### src/rtl/iq_sweep_sequencer_if.sv
// Bundles the sweep configuration, control and fgen/demod outputs of the sweep sequencer.
// Latency: none. This is wiring only.
// Backpressure: ack_i is the consumer's accept for point_valid_o.
interface iq_sweep_sequencer_if #(
    parameter int PHASEBITS = 32,
    parameter int CNTBITS   = 32,
    parameter int PTSBITS   = 16
);
    logic                 start_i;
    logic                 abort_i;
    logic                 continuous_i;
    logic [PHASEBITS-1:0] freq_start_i;
    logic [PHASEBITS-1:0] freq_step_i;
    logic [PTSBITS-1:0]   npoints_i;
    logic [CNTBITS-1:0]   settle_i;
    logic [CNTBITS-1:0]   acq_i;
    logic                 ack_i;
    logic                 on_o;
    logic [PHASEBITS-1:0] shift_phase_o;
    logic                 acq_en_o;
    logic                 point_valid_o;
    logic [PTSBITS-1:0]   point_idx_o;
    logic                 busy_o;
    logic                 done_o;

    // Register bank / consumer side.
    modport master (
        output start_i, abort_i, continuous_i, freq_start_i, freq_step_i,
               npoints_i, settle_i, acq_i, ack_i,
        input  on_o, shift_phase_o, acq_en_o, point_valid_o, point_idx_o,
               busy_o, done_o
    );

    // Sequencer side.
    modport slave (
        input  start_i, abort_i, continuous_i, freq_start_i, freq_step_i,
               npoints_i, settle_i, acq_i, ack_i,
        output on_o, shift_phase_o, acq_en_o, point_valid_o, point_idx_o,
               busy_o, done_o
    );
endinterface

### src/rtl/iq_sweep_sequencer.sv
// Steps the IQ fgen through equally spaced frequencies: settle, acquire, hand off per point.
// Latency: all outputs registered; start seen at an edge drives on_o/shift_phase_o from that edge.
// Backpressure: holds point_valid_o in WAIT_ACK until ack_i; with ack tied high a point takes S+A+1 cycles.
module iq_sweep_sequencer #(
    parameter int PHASEBITS = 32,
    parameter int CNTBITS   = 32,
    parameter int PTSBITS   = 16
) (
    input  logic                 clk_i,
    input  logic                 rst_i,
    iq_sweep_sequencer_if.slave  bus
);

    typedef enum logic [1:0] {
        S_IDLE,
        S_SETTLE,
        S_ACQ,
        S_WAIT_ACK
    } state_t;

    state_t               state_q, state_d;
    logic [CNTBITS-1:0]   cnt_q, cnt_d;
    logic [PHASEBITS-1:0] phase_q, phase_d;
    logic [PHASEBITS-1:0] fstart_q, fstart_d;
    logic [PHASEBITS-1:0] fstep_q, fstep_d;
    logic [PTSBITS-1:0]   last_q, last_d;
    logic [CNTBITS-1:0]   settle_q, settle_d;
    logic [CNTBITS-1:0]   acq_q, acq_d;
    logic [PTSBITS-1:0]   idx_q, idx_d;
    logic                 on_q, on_d;
    logic                 acq_en_q, acq_en_d;
    logic                 pv_q, pv_d;
    logic                 done_q, done_d;
    logic                 busy_q, busy_d;

    // Point entry uses the live inputs on the start cycle, the latched copies afterwards.
    logic                 enter_point;
    logic [CNTBITS-1:0]   settle_src;
    logic [CNTBITS-1:0]   acq_src;

    assign bus.on_o          = on_q;
    assign bus.shift_phase_o = phase_q;
    assign bus.acq_en_o      = acq_en_q;
    assign bus.point_valid_o = pv_q;
    assign bus.point_idx_o   = idx_q;
    assign bus.busy_o        = busy_q;
    assign bus.done_o        = done_q;

    // Next-state and next-output logic; abort overrides everything else.
    always_comb begin
        state_d     = state_q;
        cnt_d       = cnt_q;
        phase_d     = phase_q;
        fstart_d    = fstart_q;
        fstep_d     = fstep_q;
        last_d      = last_q;
        settle_d    = settle_q;
        acq_d       = acq_q;
        idx_d       = idx_q;
        on_d        = on_q;
        acq_en_d    = acq_en_q;
        pv_d        = pv_q;
        done_d      = 1'b0;
        enter_point = 1'b0;

        if (state_q == S_IDLE) begin
            settle_src = bus.settle_i;
            acq_src    = (bus.acq_i == '0) ? CNTBITS'(1) : bus.acq_i;
        end else begin
            settle_src = settle_q;
            acq_src    = acq_q;
        end

        if (bus.abort_i) begin
            state_d  = S_IDLE;
            on_d     = 1'b0;
            acq_en_d = 1'b0;
            pv_d     = 1'b0;
        end else begin
            case (state_q)
                S_IDLE: begin
                    if (bus.start_i) begin
                        fstart_d    = bus.freq_start_i;
                        fstep_d     = bus.freq_step_i;
                        last_d      = (bus.npoints_i == '0) ? '0 : bus.npoints_i - PTSBITS'(1);
                        settle_d    = settle_src;
                        acq_d       = acq_src;
                        phase_d     = bus.freq_start_i;
                        idx_d       = '0;
                        on_d        = 1'b1;
                        enter_point = 1'b1;
                    end
                end
                S_SETTLE: begin
                    if (cnt_q == '0) begin
                        state_d  = S_ACQ;
                        cnt_d    = acq_q - CNTBITS'(1);
                        acq_en_d = 1'b1;
                    end else begin
                        cnt_d = cnt_q - CNTBITS'(1);
                    end
                end
                S_ACQ: begin
                    if (cnt_q == '0) begin
                        state_d  = S_WAIT_ACK;
                        acq_en_d = 1'b0;
                        pv_d     = 1'b1;
                    end else begin
                        cnt_d = cnt_q - CNTBITS'(1);
                    end
                end
                S_WAIT_ACK: begin
                    if (bus.ack_i) begin
                        pv_d = 1'b0;
                        if (idx_q != last_q) begin
                            idx_d       = idx_q + PTSBITS'(1);
                            phase_d     = phase_q + fstep_q;
                            enter_point = 1'b1;
                        end else if (bus.continuous_i) begin
                            idx_d       = '0;
                            phase_d     = fstart_q;
                            enter_point = 1'b1;
                        end else begin
                            state_d = S_IDLE;
                            on_d    = 1'b0;
                            done_d  = 1'b1;
                        end
                    end
                end
                default: state_d = S_IDLE;
            endcase
        end

        // A new point skips SETTLE entirely when no settle time is programmed.
        if (enter_point) begin
            if (settle_src != '0) begin
                state_d  = S_SETTLE;
                cnt_d    = settle_src - CNTBITS'(1);
                acq_en_d = 1'b0;
            end else begin
                state_d  = S_ACQ;
                cnt_d    = acq_src - CNTBITS'(1);
                acq_en_d = 1'b1;
            end
        end

        busy_d = (state_d != S_IDLE);
    end

    // State, latched configuration and registered outputs.
    always_ff @(posedge clk_i) begin
        if (rst_i) begin
            state_q  <= S_IDLE;
            cnt_q    <= '0;
            phase_q  <= '0;
            fstart_q <= '0;
            fstep_q  <= '0;
            last_q   <= '0;
            settle_q <= '0;
            acq_q    <= '0;
            idx_q    <= '0;
            on_q     <= 1'b0;
            acq_en_q <= 1'b0;
            pv_q     <= 1'b0;
            done_q   <= 1'b0;
            busy_q   <= 1'b0;
        end else begin
            state_q  <= state_d;
            cnt_q    <= cnt_d;
            phase_q  <= phase_d;
            fstart_q <= fstart_d;
            fstep_q  <= fstep_d;
            last_q   <= last_d;
            settle_q <= settle_d;
            acq_q    <= acq_d;
            idx_q    <= idx_d;
            on_q     <= on_d;
            acq_en_q <= acq_en_d;
            pv_q     <= pv_d;
            done_q   <= done_d;
            busy_q   <= busy_d;
        end
    end

endmodule

### src/flat_wrapper.sv
// flat-port wrapper written by rule: the top's interface ports become plain ports
module iq_sweep_sequencer_flat 
#(
    parameter int PHASEBITS = 32,
    parameter int CNTBITS   = 32,
    parameter int PTSBITS   = 16
)
  (clk_i, rst_i, bus_start_i, bus_abort_i, bus_continuous_i, bus_freq_start_i, bus_freq_step_i, bus_npoints_i, bus_settle_i, bus_acq_i, bus_ack_i, bus_on_o, bus_shift_phase_o, bus_acq_en_o, bus_point_valid_o, bus_point_idx_o, bus_busy_o, bus_done_o);
  iq_sweep_sequencer_if #(.PHASEBITS(PHASEBITS), .CNTBITS(CNTBITS), .PTSBITS(PTSBITS)) bus_i ();
  input  logic clk_i;
  input  logic rst_i;
  input wire logic [$bits(bus_i.start_i)-1:0] bus_start_i;
  input wire logic [$bits(bus_i.abort_i)-1:0] bus_abort_i;
  input wire logic [$bits(bus_i.continuous_i)-1:0] bus_continuous_i;
  input wire logic [$bits(bus_i.freq_start_i)-1:0] bus_freq_start_i;
  input wire logic [$bits(bus_i.freq_step_i)-1:0] bus_freq_step_i;
  input wire logic [$bits(bus_i.npoints_i)-1:0] bus_npoints_i;
  input wire logic [$bits(bus_i.settle_i)-1:0] bus_settle_i;
  input wire logic [$bits(bus_i.acq_i)-1:0] bus_acq_i;
  input wire logic [$bits(bus_i.ack_i)-1:0] bus_ack_i;
  output wire logic [$bits(bus_i.on_o)-1:0] bus_on_o;
  output wire logic [$bits(bus_i.shift_phase_o)-1:0] bus_shift_phase_o;
  output wire logic [$bits(bus_i.acq_en_o)-1:0] bus_acq_en_o;
  output wire logic [$bits(bus_i.point_valid_o)-1:0] bus_point_valid_o;
  output wire logic [$bits(bus_i.point_idx_o)-1:0] bus_point_idx_o;
  output wire logic [$bits(bus_i.busy_o)-1:0] bus_busy_o;
  output wire logic [$bits(bus_i.done_o)-1:0] bus_done_o;
  assign bus_i.start_i = bus_start_i;
  assign bus_i.abort_i = bus_abort_i;
  assign bus_i.continuous_i = bus_continuous_i;
  assign bus_i.freq_start_i = bus_freq_start_i;
  assign bus_i.freq_step_i = bus_freq_step_i;
  assign bus_i.npoints_i = bus_npoints_i;
  assign bus_i.settle_i = bus_settle_i;
  assign bus_i.acq_i = bus_acq_i;
  assign bus_i.ack_i = bus_ack_i;
  assign bus_on_o = bus_i.on_o;
  assign bus_shift_phase_o = bus_i.shift_phase_o;
  assign bus_acq_en_o = bus_i.acq_en_o;
  assign bus_point_valid_o = bus_i.point_valid_o;
  assign bus_point_idx_o = bus_i.point_idx_o;
  assign bus_busy_o = bus_i.busy_o;
  assign bus_done_o = bus_i.done_o;
  iq_sweep_sequencer #(.PHASEBITS(PHASEBITS), .CNTBITS(CNTBITS), .PTSBITS(PTSBITS)) u_core (.clk_i(clk_i), .rst_i(rst_i), .bus(bus_i));
endmodule
### config.mk
export PLATFORM = sky130hd
export DESIGN_NAME = iq_sweep_sequencer_flat
export DESIGN_NICKNAME = d
export VERILOG_FILES = /design/src/rtl/iq_sweep_sequencer_if.sv /design/src/rtl/iq_sweep_sequencer.sv /design/src/flat_wrapper.sv
export SDC_FILE = /design/constraint.sdc
export NUM_CORES = 1
export LEC_CHECK = 0
export CAP_MARGIN = 20
export CORE_MARGIN = 5
export CORE_UTILIZATION = 50
export CTS_CLUSTER_SIZE = 28
export DETAILED_ROUTE_END_ITERATION = 10
export PLACE_DENSITY = 0.77
export SLEW_MARGIN = 10
export SYNTH_ARGS = -nofsm -noshare
export SYNTH_HDL_FRONTEND = slang
export SYNTH_SLANG_ARGS = --single-unit
### constraint.sdc
create_clock -name clk_i -period 4.9 [get_ports clk_i]
set_input_delay 0.735 -clock clk_i [delete_from_list [all_inputs] [get_ports clk_i]]
set_output_delay 0.735 -clock clk_i [all_outputs]
set_load 0.01 [all_outputs]
==> qor.json <==
{
  "setup_path": {
    "setup.worst_path.end_class": "flop",
    "reg_to_reg_end": "u_core.cnt_q[28]",
    "critical-path-max-stage-delay_ps": 530,
    "regToRegSetupSlack_ps": 380,
    "worstSetupStartpoint": "u_core.state_q[0]",
    "startpoint_type": "flop",
    "timing.critical_path.max_delay_family": "simple AND/OR/NAND/NOR gates",
    "peak_fanout_along_the_critical_path": 46,
    "worst_ep_required_time_ps": 5370,
    "arrival_ps": 4990,
    "crit_buf_inv": 3,
    "cp_cell_sequence": "inv_1, ha_4, inv_2, buf_4, nor2_1, o21ai_0, o21ai_0, o21a_1, ha_1, o221ai_2, or3_1, a31o_1, or3b_4, nor4_4, nand3b_1, xor2_1, a221oi_2",
    "timing.rr.start": "u_core.state_q[0]",
    "timing.setup.critical_path_class": "reg2reg",
    "crit_slowest_cell": "sky130_fd_sc_hd__ha_4",
    "reg2regPathDepth": 17,
    "cp_common_cell": "sky130_fd_sc_hd__o21ai_0"
  },
  "sta": {
    "layout_min_cycle_time_ps": 4520,
    "worst_slew_pin_slew_ps": 1110,
    "setup_repair_after_global_routing_missed_its_margin": "no",
    "final-hold-violation-count": 0,
    "timing.max_slew.rel_slack": 0.256,
    "timing.final.max_slew_violations": 0,
    "setup-violations-final": 0,
    "setup-tns-final_ps": 0,
    "max_freq_mhz": 221,
    "fin_crit_sh": 0.923,
    "finClkSkew_ps": 11.3
  },
  "cells_and_area": {
    "final_layout_size_suffix_gt1_frac": 0.0663,
    "layout-area-overhead-vs-synth_pct": 22.7,
    "final_cells": 2500,
    "register_area_mm2": 0.00462,
    "nFillCells": 2548,
    "multiInputGateArea_mm2": 0.00929,
    "finalNetCount": 2285
  },
  "power_and_ir_drop": {
    "power.density_cell_area_mw_per_mm2": 305,
    "total_leakage_power_nw": 6.65,
    "vdd_drop_max_uv": 256
  },
  "route": {
    "vias_per_cell": 6.31,
    "firstDrtPassIters": 6,
    "wire_per_inst_um": 20.4,
    "vias": 15800,
    "detail_route.wirelength_mm": 50.9,
    "drcViolationCount": 0,
    "drt_iter0_markers": 1608,
    "final_antenna_net_count": 0
  },
  "die": {
    "dieArea_mm2": 0.0327,
    "fp-row-count": 62,
    "floorplan.initialDensity": 0.507,
    "die_y_um": 181,
    "die_width_um": 181,
    "floorplan.core_area_mm2": 0.0288,
    "ios": 203
  },
  "global_routing": {
    "groute.layer.met2.usage": 0.488,
    "first_global_vias": 15000,
    "antenna_found_initial": 3,
    "groute.layer.met3.usage": 0.0418,
    "global_route.overflow_total": 0,
    "grt_most_used_layer": "met2",
    "grt_max_degree": 93,
    "wire_length_of_the_first_global_routing_pass_mm": 81.0,
    "grtUsageTotal": 0.296,
    "gr-usage-met1": 0.389
  },
  "flow_run": {
    "max-cap-violations": 0
  },
  "yosys": {
    "synthMostInstantiatedCell": "sky130_fd_sc_hd__nand2_1",
    "cell_area_synth_mm2": 0.0146,
    "netlist_top_cells_count": "329 x sky130_fd_sc_hd__nand2_1, 257 x sky130_fd_sc_hd__a21oi_1, 231 x sky130_fd_sc_hd__dfxtp_1, 186 x sky130_fd_sc_hd__nor2_1, 97 x sky130_fd_sc_hd__clkbuf_1",
    "async_flop_share": 0,
    "synth_seq_cells": 231,
    "synth.area.top_cells": "sky130_fd_sc_hd__dfxtp_1 32%, sky130_fd_sc_hd__a21oi_1 8.8%, sky130_fd_sc_hd__nand2_1 8.5%",
    "syn-num-nets": 2144,
    "postSynthCellCount": 1952,
    "synth-edff-count": 0,
    "synth_flop_type": "sky130_fd_sc_hd__dfxtp_1",
    "synth_top_area_share": 0.317,
    "synth_area_per_cell_um2": 7.48,
    "synth_cell_types": 92,
    "yosysSeqAreaShare": 0.317,
    "yosysWarnings": 0,
    "netlist.top_cell.by_area": "sky130_fd_sc_hd__dfxtp_1"
  },
  "clocking": {
    "numClockSinks": 231,
    "cts_resized": 0,
    "tritoncts.num_buffers": 27,
    "cts_root_buffer": "sky130_fd_sc_hd__clkbuf_16",
    "clk_latency_ps": 560,
    "cts_tree": "done",
    "cts_max_level": 1,
    "postCtsSetupRepairBufs": 0,
    "clk_path_buf_depth": 3,
    "cts.clk_slew.worst_paths_ps": 60,
    "post_cts_hold_buffer_count": 0
  },
  "place": {
    "post-dp-hpwl_mm": 36.5,
    "post-place-cells": 2448,
    "port_buffers": 202,
    "gp_congestion": 0.945
  },
  "min_path": {
    "timing.hold.worst_path_depth": 2,
    "endpoint_of_the_worst_hold_timing_path": "u_core.fstart_q[19]",
    "hold_path.class": "reg2reg",
    "hold_path.startpoint": "u_core.fstart_q[19]"
  },
  "status": {
    "run_status": "complete, no violations"
  }
}
-- registers in the layout, indices dropped and copies added, names as in the netlist --
register,cells
u_core.acq_q,32
u_core.bus.acq_en_o,1
u_core.bus.busy_o,1
u_core.bus.done_o,1
u_core.bus.on_o,1
u_core.bus.point_idx_o,16
u_core.bus.point_valid_o,1
u_core.bus.shift_phase_o,32
u_core.cnt_q,32
u_core.fstart_q,32
u_core.fstep_q,32
u_core.last_q,16
u_core.settle_q,32
u_core.state_q,2
-- report_power, final --
part           total (mW)  switching, mW  internal [mW]
clock                2.18          0.853           1.33
combinational        1.18          0.689          0.491
sequential           2.09          0.110           1.98
total                5.45           1.65           3.80
-- worst max-delay path by stage --
| stage | depth (start not counted) | slack, ps | to |
|---|---|---|---|
| floorplan | 21 | 210 | u_core.cnt_q[28] |
| global placement | 15 | 360 | u_core.cnt_q[28] |
| detailed placement | 15 | 320 | u_core.cnt_q[28] |
| CTS | 17 | 470 | u_core.cnt_q[28] |
| global route | 17 | 140 | u_core.cnt_q[28] |
| finish | 17 | 380 | u_core.cnt_q[28] |
-- stage by stage --
stage | utilization | hold slack (ps) | setup slack (ps) | area [um^2] | power, mW
6_report | 0.622 | 454 | 378 | 17900 | 5.45
5_1_grt | 0.622 | 469 | 139 | 17900 | 5.66
4_1_cts | 0.622 | 456 | 468 | 17900 | 5.44
3_5_place_dp | 0.588 | 447 | 321 | 16900 | 3.28
3_3_place_gp | 0.588 | 441 | 356 | 16900 | 3.25
2_1_floorplan | - | 436 | 215 | 14600 | 2.82
-- worst min-delay path, stage by stage (launching register included) --
cell,delay (ps)
sky130_fd_sc_hd__dfxtp_1,300
sky130_fd_sc_hd__nand2_1,50
sky130_fd_sc_hd__a21oi_1,50
-- cell usage in the layout (no fill, tap or decap), drive strengths merged, types with 21 or more instances in the layout --
cell / n
nand2: 330
a21oi: 258
dfxtp: 231
clkdlybuf4s50: 201
nor2: 186
o21ai: 70
nor3: 69
xor2: 65
xnor2: 50
a211oi: 50
ha: 41
buf: 41
inv: 39
clkbuf: 37
nor4: 32
a311oi: 30
or3: 27
a22oi: 26
mux2i: 25
nand3: 21
-- cell families after synthesis --
kind of cell	after synthesis	synth area share
flip-flops	231	0.317
adder cells (fa/ha/maj)	42	0.0365
XOR/XNOR	115	0.0690
multiplexers	28	0.0197
AND/OR/NAND/NOR	773	0.249
AO/OA/AOI/OAI	594	0.259
buffers and inverters	169	0.0502
-- routing by layer --
layer / routed length, um / up-vias / part of all wire
li1: - / 7334 / -
met1: 20900 / 7499 / 0.41
met2: 23700 / 777 / 0.47
met3: 3780 / 177 / 0.074
met4: 2510 / 0 / 0.049
met5: 0 / - / 0
-- area by class of cell --
cell class / instances / area share
clock inverters: 12 / 0.0100
inverters: 39 / 0.00818
well taps: 384 / 0.0268
clock buffers: 37 / 0.0438
repair buffers: 242 / 0.133
diodes: 3 / 0.000419
flip-flops and latches: 231 / 0.258
multi-input cells: 1552 / 0.519
Note: power is estimated with default switching activity, not from simulation.
